File: config.mk
export PLATFORM = sky130hd
export DESIGN_NAME = sparse_mac_row
export DESIGN_NICKNAME = d
export VERILOG_FILES = /design/src/rtl/sparse_mac_pkg.sv /design/src/rtl/sparse_mac_row_sat_acc_add.sv /design/src/rtl/sparse_mac_row.sv
export SDC_FILE = /design/constraint.sdc
export NUM_CORES = 1
export LEC_CHECK = 0
export CAP_MARGIN = 20
export CORE_MARGIN = 5
export CORE_UTILIZATION = 25
export DETAILED_ROUTE_END_ITERATION = 12
export SYNTH_ARGS = -nofsm -noshare
export SYNTH_HDL_FRONTEND = slang
export SYNTH_SLANG_ARGS = --single-unit
File: constraint.sdc
create_clock -name clk -period 7 [get_ports clk]
set_clock_uncertainty 0.1 [all_clocks]
set_input_delay 1.75 -clock clk [delete_from_list [all_inputs] [get_ports clk]]
set_output_delay 1.75 -clock clk [all_outputs]
set_load 0.05 [all_outputs]
File: src/rtl/sparse_mac_pkg.sv
// Shared types and helpers for the sparse row MAC: FSM state, drop counter
// width and a width-generic saturating add.
package sparse_mac_pkg;

  typedef enum logic [1:0] {
    ST_ACCUM = 2'd0,
    ST_FLUSH = 2'd1,
    ST_DRAIN = 2'd2
  } state_e;

  localparam int DROP_W = 16;
  localparam int SAT_W  = 64;

  // Operands arrive already extended to SAT_W, so the raw sum cannot overflow
  // for any accumulator narrower than SAT_W-1 bits; only the clamp matters.
  function automatic logic signed [SAT_W-1:0] sat_add(
    input logic signed [SAT_W-1:0] a,
    input logic signed [SAT_W-1:0] b,
    input int                      acc_w,
    input bit                      sgn
  );
    logic signed [SAT_W-1:0] s;
    logic signed [SAT_W-1:0] hi;
    logic signed [SAT_W-1:0] lo;
    s = a + b;
    if (sgn) begin
      hi = (64'sd1 <<< (acc_w - 1)) - 64'sd1;
      lo = -(64'sd1 <<< (acc_w - 1));
    end else begin
      hi = (64'sd1 <<< acc_w) - 64'sd1;
      lo = '0;
    end
    if (s > hi)      sat_add = hi;
    else if (s < lo) sat_add = lo;
    else             sat_add = s;
  endfunction

endpackage

File: src/rtl/sparse_mac_row_sat_acc_add.sv
// Combinational saturating adder: accumulator plus full-width product,
// clamped to the accumulator range, signed or unsigned.
module sat_acc_add
  import sparse_mac_pkg::*;
#(
  parameter int ACC_W  = 20,
  parameter int PROD_W = 16,
  parameter int SIGNED = 0
) (
  input  logic [ACC_W-1:0]  acc_i,
  input  logic [PROD_W-1:0] prod_i,
  output logic [ACC_W-1:0]  sum_o
);

  logic signed [SAT_W-1:0] acc_x;
  logic signed [SAT_W-1:0] prod_x;

  generate
    if (SIGNED != 0) begin : g_sext
      assign acc_x  = {{(SAT_W-ACC_W){acc_i[ACC_W-1]}}, acc_i};
      assign prod_x = {{(SAT_W-PROD_W){prod_i[PROD_W-1]}}, prod_i};
    end else begin : g_zext
      assign acc_x  = {{(SAT_W-ACC_W){1'b0}}, acc_i};
      assign prod_x = {{(SAT_W-PROD_W){1'b0}}, prod_i};
    end
  endgenerate

  assign sum_o = ACC_W'(sat_add(acc_x, prod_x, ACC_W, SIGNED != 0));

endmodule

File: src/rtl/sparse_mac_row.sv
// Sparse MAC row: accumulates in*weight into acc[index_in-index_w] through a
// two-stage pipeline, then drains the whole row as a handshaked stream.
module sparse_mac_row
  import sparse_mac_pkg::*;
#(
  parameter int DATA_W  = 8,
  parameter int IDX_W   = 8,
  parameter int ROW_LEN = 32,
  parameter int ACC_W   = 20,
  parameter int SIGNED  = 0
) (
  input  logic              clk,
  input  logic              rst,
  input  logic              in_valid,
  output logic              in_ready,
  input  logic [DATA_W-1:0] in,
  input  logic [DATA_W-1:0] weight,
  input  logic [IDX_W-1:0]  index_in,
  input  logic [IDX_W-1:0]  index_w,
  input  logic              row_done,
  output logic              out_valid,
  input  logic              out_ready,
  output logic [ACC_W-1:0]  out,
  output logic [IDX_W-1:0]  index_o,
  output logic              busy,
  output logic [DROP_W-1:0] drop_cnt
);

  localparam int                PROD_W    = 2 * DATA_W;
  localparam int                AW        = (ROW_LEN > 1) ? $clog2(ROW_LEN) : 1;
  localparam logic [IDX_W:0]    ROW_LEN_L = (IDX_W+1)'(ROW_LEN);
  localparam logic [AW-1:0]     K_LAST    = AW'(ROW_LEN - 1);

  state_e              state_q;
  logic [AW-1:0]       k_q;
  logic [DROP_W-1:0]   drop_q;
  logic [ACC_W-1:0]    acc_q [ROW_LEN];

  logic                vld_p1_q, inr_p1_q, vld_p2_q;
  logic [PROD_W-1:0]   prod_p1_q, prod_p2_q;
  logic [AW-1:0]       pos_p1_q, pos_p2_q;

  logic                accept;
  logic                drain_fire;
  logic [IDX_W:0]      pos_w;
  logic                in_range_w;
  logic [PROD_W-1:0]   prod_w;
  logic [ACC_W-1:0]    sum_w;

  assign in_ready   = (state_q == ST_ACCUM);
  assign busy       = (state_q != ST_ACCUM);
  assign out_valid  = (state_q == ST_DRAIN);
  assign accept     = in_valid && in_ready;
  assign drain_fire = out_valid && out_ready;
  assign drop_cnt   = drop_q;
  assign out        = out_valid ? acc_q[k_q] : '0;
  assign index_o    = out_valid ? IDX_W'(k_q) : '0;

  assign pos_w      = {1'b0, index_in} - {1'b0, index_w};
  assign in_range_w = !pos_w[IDX_W] && (pos_w < ROW_LEN_L);

  generate
    if (SIGNED != 0) begin : g_smul
      logic signed [PROD_W-1:0] a_s, b_s;
      assign a_s    = {{DATA_W{in[DATA_W-1]}}, in};
      assign b_s    = {{DATA_W{weight[DATA_W-1]}}, weight};
      assign prod_w = a_s * b_s;
    end else begin : g_umul
      assign prod_w = {{DATA_W{1'b0}}, in} * {{DATA_W{1'b0}}, weight};
    end
  endgenerate

  // ---- stage 1: product, position and range flag ----
  always_ff @(posedge clk) begin
    if (accept) begin
      prod_p1_q <= prod_w;
      pos_p1_q  <= pos_w[AW-1:0];
      inr_p1_q  <= in_range_w;
    end
  end

  // ---- stage 2: RMW of acc[pos]; a one-cycle RMW means a hit on the same
  // position next cycle already reads the freshly written value ----
  always_ff @(posedge clk) begin
    prod_p2_q <= prod_p1_q;
    pos_p2_q  <= pos_p1_q;
  end

  always_ff @(posedge clk) begin
    if (rst) begin
      vld_p1_q <= 1'b0;
      vld_p2_q <= 1'b0;
    end else begin
      vld_p1_q <= accept;
      vld_p2_q <= vld_p1_q && inr_p1_q;
    end
  end

  sat_acc_add #(
    .ACC_W  (ACC_W),
    .PROD_W (PROD_W),
    .SIGNED (SIGNED)
  ) u_add (
    .acc_i  (acc_q[pos_p2_q]),
    .prod_i (prod_p2_q),
    .sum_o  (sum_w)
  );

  // Stage-2 writes and drain clears never overlap: the pipe is empty in DRAIN.
  always_ff @(posedge clk) begin
    if (rst) begin
      for (int i = 0; i < ROW_LEN; i++) acc_q[i] <= '0;
    end else if (vld_p2_q) begin
      acc_q[pos_p2_q] <= sum_w;
    end else if (drain_fire) begin
      acc_q[k_q] <= '0;
    end
  end

  // ---- control: row FSM, drain pointer, drop counter ----
  always_ff @(posedge clk) begin
    if (rst) begin
      state_q <= ST_ACCUM;
      k_q     <= '0;
      drop_q  <= '0;
    end else begin
      if (accept && !in_range_w && (drop_q != '1)) drop_q <= drop_q + 1'b1;
      case (state_q)
        ST_ACCUM: if (row_done) state_q <= ST_FLUSH;
        // Stage 2 retires on the same edge that leaves FLUSH.
        ST_FLUSH: begin
          k_q <= '0;
          if (!vld_p1_q) state_q <= ST_DRAIN;
        end
        ST_DRAIN: begin
          if (out_ready) begin
            k_q <= k_q + 1'b1;
            if (k_q == K_LAST) begin
              state_q <= ST_ACCUM;
              drop_q  <= '0;
            end
          end
        end
        default: state_q <= ST_ACCUM;
      endcase
    end
  end

endmodule

==> results of run 1 <==
sequential cells by signal (all words and copies together) (netlist names), named ones only:
name,flops
prod_p1_q,16
drop_cnt,16
vld_p1_q,1
acc_q,640
prod_p2_q,16
state_q,2
pos_p1_q,5
pos_p2_q,5
k_q,5
vld_p2_q,1
inr_p1_q,1
cells by family (layout without fill, tap and decap cells):
| family | after synthesis | in the layout | synth area share [%] |
|---|---|---|---|
| mux | 449 | 449 | 24.31 |
| compound gates | 166 | 166 | 2.893 |
| simple gates | 968 | 968 | 10.64 |
| xor+xnor | 26 | 26 | 0.5851 |
| other cells | 1 | 4 | 0.009635 |
| buf+inv | 325 | 403 | 3.886 |
| fa+ha+maj | 101 | 101 | 3.980 |
| flops | 713 | 713 | 53.70 |
worst min path at each step:
stage / depth (start not counted) / slack, ns / to
global route: 0 / 0.24 / pos_p2_q[0]
global placement: 0 / 0.23 / pos_p2_q[1]
CTS: 0 / 0.24 / prod_p2_q[12]
floorplan: 0 / 0.22 / pos_p2_q[0]
detailed placement: 0 / 0.23 / pos_p2_q[3]
finish: 0 / 0.23 / pos_p2_q[0]
synthesized netlist by cell type (all sizes together) (3+ instances only):
| cell type | number | area, sq um |
|---|---|---|
| or2 | 3 | 18.77 |
| or3 | 9 | 56.30 |
| a31oi | 5 | 31.28 |
| fa | 38 | 760.7 |
| nand3 | 12 | 60.06 |
| xor2 | 9 | 78.83 |
| a21oi | 40 | 211.5 |
| and2 | 47 | 294.0 |
| mux2 | 19 | 214.0 |
| xnor2 | 17 | 148.9 |
| nor3 | 13 | 65.06 |
| nor4 | 6 | 37.54 |
| nand2b | 13 | 81.33 |
| a21o | 42 | 315.3 |
| inv | 70 | 262.8 |
| nor2b | 15 | 93.84 |
| nand3b | 3 | 22.52 |
| nand4 | 6 | 37.54 |
| clkbuf | 156 | 585.6 |
| a22oi | 4 | 30.03 |
| nor2 | 722 | 2864 |
| and3 | 9 | 56.30 |
| or4 | 5 | 37.54 |
| o2111ai | 5 | 43.79 |
| o31ai | 10 | 75.07 |
| o21ai | 21 | 105.1 |
| ha | 63 | 788.3 |
| o21a | 7 | 52.55 |
| a211oi | 6 | 45.04 |
| nand2 | 100 | 375.4 |
| buf | 98 | 660.6 |
| edfxtp | 662 | 19880 |
| dfxtp | 51 | 1021 |
| mux2i | 35 | 350.3 |
| o211ai | 4 | 30.03 |
| mux4 | 395 | 8896 |
per-layer routing:
| metal | part of all wire [%] | vias up | global-route usage, % | wire length [um] |
|---|---|---|---|---|
| met5 | 0 | - | 0 | 0 |
| met3 | 10 | 233 | 2.967 | 12660 |
| li1 | - | 10360 | - | - |
| met1 | 41 | 13000 | 20.74 | 50220 |
| met2 | 46 | 1463 | 23.19 | 56820 |
| met4 | 3.3 | 0 | 4.587 | 4126 |
area by class of cell:
type | instances | area (sq um)
Antenna cell | 1 | 2.502
Clock buffer | 105 | 2191
Multi-Input combinational cell | 1713 | 16570
Clock inverter | 41 | 360.3
Inverter | 71 | 266.5
Timing Repair Buffer | 186 | 1768
Fill cell | 15440 | 109800
Sequential cell | 713 | 20930
Tap cell | 2044 | 2557
through the flow:
step	area, sq um	hold slack [ns]	power (mW)	setup slack [ns]
floorplan	38930	0.2233	7.704	1.233
global placement	42070	0.2265	8.411	0.6062
detailed placement	42080	0.2284	8.454	0.4947
CTS	44630	0.2412	12.57	0.7306
global route	44630	0.2443	13.02	0.5512
finish	44640	0.2349	12.55	0.7945
power by group:
group,switching [mW],internal [mW]
sequential,0.168,4.88
clock,1.74,2.42
combinational,2.33,1.01
critical path, delay by kind of cell, from the launching register on:
family | cells | cell delay, ns
buf+inv | 3 | 1.43
flops | 1 | 0.79
simple gates | 1 | 0.13
mux | 3 | 1.30
cells in the final DEF (no fill, tap or decap), types with 9 or more instances in the layout:
master                            synthesis  final
sky130_fd_sc_hd__a21o_1                  42     29
sky130_fd_sc_hd__a21o_2                   0     13
sky130_fd_sc_hd__a21oi_1                 37     37
sky130_fd_sc_hd__and2_1                  47     47
sky130_fd_sc_hd__buf_12                   0     14
sky130_fd_sc_hd__buf_4                   12     90
sky130_fd_sc_hd__clkbuf_1               156     20
sky130_fd_sc_hd__clkbuf_16                0     84
sky130_fd_sc_hd__clkdlybuf4s50_1          0     79
sky130_fd_sc_hd__clkinv_1                 1     16
sky130_fd_sc_hd__clkinv_2                 0     15
sky130_fd_sc_hd__dfxtp_1                 51     43
sky130_fd_sc_hd__edfxtp_1               662    662
sky130_fd_sc_hd__fa_1                    38     38
sky130_fd_sc_hd__ha_1                    63     63
sky130_fd_sc_hd__inv_1                   70     70
sky130_fd_sc_hd__mux2_2                  19     19
sky130_fd_sc_hd__mux2i_1                 35     35
sky130_fd_sc_hd__mux4_2                 395    395
sky130_fd_sc_hd__nand2_1                100    100
sky130_fd_sc_hd__nand2b_1                13     13
sky130_fd_sc_hd__nand3_1                 12     12
sky130_fd_sc_hd__nor2_1                 712    711
sky130_fd_sc_hd__nor2_8                   9      9
sky130_fd_sc_hd__nor2b_1                 15     13
sky130_fd_sc_hd__nor3_1                  13     13
sky130_fd_sc_hd__o21ai_0                 20     20
sky130_fd_sc_hd__o31ai_1                 10      9
sky130_fd_sc_hd__or3_1                    9      9
sky130_fd_sc_hd__xnor2_1                 17     17
sky130_fd_sc_hd__xor2_1                   9      9
==> flow_summary.rst, run 1 <==
.. list-table::
   :header-rows: 1

   * - Metric
     - Value
   * - Via-per-instance ratio
     - 5.142
   * - Global-route wire length before repair
     - roughly 180 mm
   * - Drt wl/cell
     - ~25 um
   * - Final period util
     - approximately nine tenths
   * - Max VDD drop
     - 0.3382 mV
   * - Synth Warn #
     - 0
   * - Main flop type after synthesis
     - sky130_fd_sc_hd__edfxtp_1
   * - Leakage power
     - 15.61 nW
   * - Number of hold-repair buffers added at the cts stage
     - 0
   * - # port buffers
     - 80
   * - Vias in the first global route
     - 24.69k
   * - DRC violation count after routing
     - 0
   * - Routed wire length
     - 123.8 mm
   * - Clock tree from TritonCTS
     - done
   * - Initial antenna violation count
     - 4
   * - Async S/R FF share, synth
     - 0%
   * - Mean post-synth cell area
     - 14.16 sq um
   * - Remaining number of nets flagged by the antenna check after routing
     - 0
   * - Total gr overflow
     - 0
   * - Placeable core area
     - 0.1544 sq mm
   * - Number of search-and-repair iterations in the first detailed-routing pass
     - 5
   * - Sink count of the clock tree
     - 713
   * - H-Tree Depth
     - 3
   * - Seq cells post-synth
     - 713
   * - Unrepaired setup endpoints after global routing
     - no
   * - Crit Path Category
     - reg -> out
   * - Max-slew violations
     - 0
   * - Highest Clock Rate
     - 161.1 MHz
   * - Gate count after technology mapping
     - 2749
   * - Tightest Hold Check Type
     - reg -> reg
   * - Die Footprint
     - 0.1637 sq mm
   * - Gpl congestion
     - between 0.8 and 0.9
   * - Maximum capacitance violations
     - 0
   * - Origin of the critical flop-to-flop path
     - pos_p2_q[0]
   * - Critical path peak fanout
     - 30
   * - Crit start category
     - flop
   * - Slew margin rel.
     - between 20% and 30%
   * - Slowest-stage cell, CP
     - sky130_fd_sc_hd__clkdlybuf4s50_1
   * - Final critical path time including I/O delays and setup
     - around 6.2 ns
   * - Clock root buffer
     - sky130_fd_sc_hd__clkbuf_16
   * - Number of enable flip-flop cells after synthesis
     - 662
   * - Start point of the worst hold path
     - pos_p1_q[0]
   * - Status
     - complete, no violations
   * - Die Span X
     - 404.6 um
   * - Number of setup violations in the final report
     - 0
   * - Number of distinct standard cells referenced by the synthesized netlist
     - 66
   * - Number of clock buffers inserted by TritonCTS
     - between 70 and 80
   * - Delay of the slowest critical-path stage
     - 0.80 ns
   * - CP Cell Sequence
     - buf_12 > buf_12 > mux4_2 > mux4_2 > mux2i_1 > nor2_1 > clkdlybuf4s50_1
   * - Endpoint of the lowest-slack register-to-register path
     - acc_q[2][15]
   * - Post-route insts no fill
     - 4874
   * - Clk buf depth
     - 3
   * - Clock-pin slew on the worst setup and hold paths
     - around 0.060 ns
   * - # nets final
     - ~2.9k
   * - Global Route Usage Sum
     - roughly 15%
   * - Reg2reg setup slack
     - 0.84 ns
   * - Part of the Yosys area used for sequential elements
     - 53.70%
   * - Cell area after technology mapping
     - 0.03892 sq mm
   * - Starting density of the core
     - 25.21%
   * - Number of hold violations in the final report
     - 0
   * - Standard-cell row count
     - 144
   * - Boundary Pins
     - 84
   * - Number of setup buffers added after CTS
     - 0
   * - DRT iter0 DRCs
     - 2958
   * - Number of vias after detailed routing
     - between 20k and 30k
   * - Die height
     - 404.6 um
   * - Placed wire-length estimate after detailed placement
     - 75.26 mm
   * - Final sum of negative setup slack
     - 0 ns
   * - Total of cells resized after clock tree synthesis
     - 0
   * - Data required time of the critical path
     - 5.15 ns
   * - R2r worst-path depth
     - 15
   * - Post-layout utilization of the core
     - 28.91%
   * - Cell count after placement
     - 4726
   * - Data arrival, critical path
     - 4.36 ns
   * - Maximum number of pins on one net before global-route repair
     - 71
   * - Slew at the pin closest to its max-slew limit
     - 1.085 ns
   * - Worst-Skew Late Latency
     - about 0.63 ns
   * - CP Capture Type
     - output port
   * - Fraction of layout instances using a drive strength above 1
     - 24.00%
   * - Critical Path Sink
     - out[0]
   * - Pwr Density
     - 281.3 mW/mm^2
   * - Area growth syn-to-layout
     - 14.68%
Note: power is estimated with default switching activity, not from simulation.
==> run 2, diff against run 1 <==
GPL_ROUTABILITY_DRIVEN = 0   (was not set)
TNS_END_PERCENT = 30   (was not set)
==> results of run 2 <==
Final layout, timing and power as in run 1 (identical DEF).
